[src/rtl/stream_fifo.sv]
// First-word-fall-through FIFO with valid/ready on both sides.
// up_ready is decoded from the registered count only, so it never depends on down_ready.
module stream_fifo #(
    parameter int unsigned DW    = 32,
    parameter int unsigned DEPTH = 4
) (
    input  logic                     clk,
    input  logic                     rst,
    input  logic                     up_valid,
    input  logic [DW-1:0]            up_data,
    output logic                     up_ready,
    output logic                     down_valid,
    output logic [DW-1:0]            down_data,
    input  logic                     down_ready,
    output logic [$clog2(DEPTH):0]   count,
    output logic [$clog2(DEPTH):0]   max_count
);

    localparam int unsigned AW   = $clog2(DEPTH);
    localparam logic [AW:0] FULL = (AW+1)'(DEPTH);

    logic [DW-1:0] mem_q [DEPTH];
    logic [DW-1:0] mem_d [DEPTH];
    logic [AW-1:0] wp_q, wp_d;
    logic [AW-1:0] rp_q, rp_d;
    logic [AW:0]   count_q, count_d;
    logic [AW:0]   max_q, max_d;
    logic          push, pop;

    always_comb begin
        up_ready   = !rst && (count_q != FULL);
        down_valid = !rst && (count_q != '0);
        down_data  = mem_q[rp_q];
        push       = up_valid && up_ready;
        pop        = down_valid && down_ready;

        mem_d   = mem_q;
        wp_d    = wp_q;
        rp_d    = rp_q;
        count_d = count_q;

        if (push) begin
            mem_d[wp_q] = up_data;
            wp_d        = wp_q + AW'(1);
        end
        if (pop) begin
            rp_d = rp_q + AW'(1);
        end
        if (push && !pop) begin
            count_d = count_q + (AW+1)'(1);
        end else if (pop && !push) begin
            count_d = count_q - (AW+1)'(1);
        end

        // High-water mark tracks the occupancy the FIFO is about to hold.
        max_d = (count_d > max_q) ? count_d : max_q;
    end

    always_ff @(posedge clk) begin
        if (rst) begin
            wp_q    <= '0;
            rp_q    <= '0;
            count_q <= '0;
            max_q   <= '0;
        end else begin
            wp_q    <= wp_d;
            rp_q    <= rp_d;
            count_q <= count_d;
            max_q   <= max_d;
        end
    end

    // Storage is deliberately not reset; the pointers alone define validity.
    always_ff @(posedge clk) begin
        mem_q <= mem_d;
    end

    assign count     = count_q;
    assign max_count = max_q;

endmodule
[config.mk]
export PLATFORM = sky130hd
export DESIGN_NAME = stream_fifo
export DESIGN_NICKNAME = d
export VERILOG_FILES = /design/src/rtl/stream_fifo.sv
export SDC_FILE = /design/constraint.sdc
export NUM_CORES = 1
export LEC_CHECK = 0
export ABC_CLOCK_PERIOD_IN_PS = 4100
export CORE_ASPECT_RATIO = 2
export CORE_MARGIN = 8
export CORE_UTILIZATION = 40
export CTS_BUF_LIST = sky130_fd_sc_hd__clkbuf_8
export CTS_CLUSTER_DIAMETER = 150
export CTS_CLUSTER_SIZE = 24
export DETAILED_ROUTE_END_ITERATION = 10
export HOLD_SLACK_MARGIN = 0.12
export SLEW_MARGIN = 25
export SYNTH_ARGS = -nofsm -noshare
export SYNTH_HDL_FRONTEND = slang
export SYNTH_SLANG_ARGS = --single-unit
export TNS_END_PERCENT = 30
[constraint.sdc]
create_clock -name clk -period 4.1 [get_ports clk]
set_input_delay 1.23 -clock clk [delete_from_list [all_inputs] [get_ports clk]]
set_output_delay 1.23 -clock clk [all_outputs]
set_load 0.03 [all_outputs]
==> results.md <==
* Final setup viols at 0
* Via density at 5.165
* Routed wire length at 9675 µm
* Clock sinks at 138
* Clk Latency, worst-skew pair at 0.42 ns
* XOR/XNOR share of the synthesized area at 0.009140
* Setup bufs post-CTS at 0
* Final hold violation count at 0
* Crit-path slowest cell: clkdlybuf4s50_1
* Worst hold path class: flop to flop
* Antenna diodes at 0
* Adder-cell share of the synthesized area at 0.02531
* Core Region at 13,210 µm²
* Mapped Nets at 295
* Largest net degree at the start of global routing at 33
* Share of cells above drive strength 1 at 0.2316
* Final-stage net count at 387
* Fmax at 274.5 MHz
* Final max-slew violation count at 0
* CP Launch Type: input port
* Root buf cell: clkbuf_8
* PostCTS Resize Cnt at 0
* Routed via count at 2,629
* Placer Congestion at 0.7983
* Worst path arrival time at 3.96 ns
* Post-detailed-route count of antenna-violating nets at 0
* Yosys top cell by area: edfxtp_1
* Hold Startpoint: max_count[0]
* Final clock skew at 0.01019 ns
* Pre-CTS WS at 0.05739 ns
* Crit path from: rst
* Total CTS buffers at 17
* Synthesized area per cell at 21.44 µm²
* Min Clock Period, post-route at 3.643 ns
* Overall Global Routing Usage at 0.1163
* Ys Warns at 0
* Max incr delay on CP at 0.55 ns
* Initial antenna violation count at 0
* GR Overflow Total at 0
* Register area share after synthesis at 0.7574
* H-Tree Depth at 4
* Tightest Pin Transition at 0.5159 ns
* Dominant cells by area after synthesis: edfxtp_1 (72%), mux4_2 (13%), dfxtp_1 (3.7%)
* Starting Density at 0.4041
* CP top delay family: buffers and inverters
* EDFF count, synth at 128
* DR iter-0 viols at 171
* CP Data Required Time at 4.42 ns
* Final HPWL DP at 6271 µm
* Largest family of logic cells by synthesized area: multiplexers
* Vias in the first global route at 2,930
* Syn Inst Count at 249
* CP Cell Sequence: clkdlybuf4s50_1 > nand3b_1 > maj3_1 > a22oi_1 > inv_1 > ha_1 > nor2b_1 > o21ai_0 > a32oi_1 > buf_4 > mux2i_1 > nor2_1
* Final worst slack at 0.4567 ns
* Drt wl/cell at 19.01 µm
* Max-cap viol count at 0
* Worst reg-to-reg setup slack at 1.05 ns
* Status: complete, no violations
* Synth cell types at 37
* # DRC at 0
* Reg2reg start: count[0]
* Filler cells at 1,093
* Area of the multi-input gates at 1205 µm²
* Site row count at 60
* Yosys reg bits at 138
* Hold_buf cts at 0
* First-pass GRT wire length at 15,490 µm
* Maximum VDD drop at 0.3278 mV
* Register area at 4046 µm²
* Total power at 3.446 mW
* Area share of the largest cell type after synthesis at 0.7199
* Slew margin rel. at 0.6561
* Synth Area in Compound Gates at 0.01500
* Period utilisation layout at 0.8886
* CTS tree: done
* Synth Flop Type: edfxtp_1
* Synth Area in Simple Gates at 0.03843
* PwrDens at 508.9 nW/µm²
* Layout area overhead at 26.83%
* First-pass iteration count of the detailed router at 4
* Syn Std Cell Area at 5339 µm²
* DIE HEIGHT at 179.4 µm
* Setup tns final at 0 ns
* CP max FO at 8
* Io pins at 76
* Clock transition at the registers of the reported paths at 0.07 ns
* Worst Setup End Kind: flop
* CTS Buffer Depth at 2
* IO Port Bufs at 75
* Critical path buffers and inverters at 3
* Post-synthesis mux area share at 0.1369
* RSZ-0062 raised after global routing: no
* DIE WIDTH at 97.69 µm
* Leak Pwr at 2.208 nW
* Die ar. at 17,520 µm²
* FFs w/ async S/R, synth at 0
* Setup Crit Path Kind: input port to flop
==> Yosys cell counts, types with 2 or more instances <==
master,n
mux4_2,32
dfxtp_1,10
buf_2,4
nand3b_1,2
nand2b_1,2
o21ai_0,3
ha_1,10
clkbuf_1,5
a21oi_1,2
nor2b_1,3
inv_1,9
and2_1,4
edfxtp_1,128
nand2_1,3
xnor2_1,2
nor2_1,8
buf_6,2
==> per-stage QoR <==
step,hold slack [ns],cells,cell area (µm²),utilization
finish,0.5340,509,6771,0.5125
global placement,0.5024,477,6330,0.4791
CTS,0.5347,509,6771,0.5125
global route,0.5520,509,6771,0.5125
floorplan,0.5025,249,5339,-
detailed placement,0.5168,477,6330,0.4791
==> cells by family after synthesis <==
logic type | count (synthesis)
xor+xnor | 4
flops | 138
compound gates | 12
fa+ha+maj | 11
mux | 33
buf+inv | 20
simple gates | 31
==> path summary, 6_finish.rpt <==
kind,cells past startpoint,to
max reg2reg,14,max_count[2]
min,2,max_count[0]
min reg2reg,2,max_count[0]
max,12,max_count[2]
==> routing by layer <==
metal | share of wire | wire (µm) | vias to the layer above | global-route usage
li1 | - | - | 1195 | -
met1 | 0.41 | 3943 | 1346 | 0.1270
met2 | 0.52 | 4984 | 83 | 0.1946
met3 | 0.068 | 659 | 5 | 0.05223
met4 | 0.0091 | 88 | 0 | 0.04387
met5 | 0 | 0 | - | 0
==> state kept, by name (all words and copies together), names as in the netlist <==
register and cells:
max_count 3, mem_q 128, rp_q 2, count 3, wp_q 2
==> worst min-delay path: stages (launching register included) <==
cell	delay [ns]
dfxtp_1	0.33
nand2b_1	0.10
a21oi_2	0.06
==> where the power goes <==
group          switching, mW  leakage (nW)  total (mW)  internal, mW
Clock                  0.477         0.221        1.19         0.714
Sequential            0.0269          1.25        1.63          1.60
Combinational          0.334         0.741       0.628         0.294
==> layout by cell type (no fill, tap or decap), drive strengths merged, types with 2 or more instances in the layout <==
| cell type | n |
|---|---|
| clkinv | 5 |
| inv | 11 |
| buf | 11 |
| edfxtp | 128 |
| nand2b | 3 |
| o21ai | 3 |
| xnor2 | 2 |
| a21oi | 3 |
| nand3b | 2 |
| nand2 | 3 |
| bufinv | 5 |
| and2 | 4 |
| clkdlybuf4s50 | 73 |
| clkbuf | 17 |
| ha | 10 |
| dfxtp | 10 |
| clkinvlp | 3 |
| nor2b | 4 |
| mux4 | 32 |
| nor2 | 8 |
==> final cells by class <==
class / instances / area share
Clock inverter: 15 / 0.03067
Tap cell: 155 / 0.02864
Multi-Input combinational cell: 91 / 0.1779
Sequential cell: 138 / 0.5976
Inverter: 9 / 0.004989
Clock buffer: 17 / 0.03455
Timing Repair Buffer: 84 / 0.1256
Power figures use the tool's default switching activity.
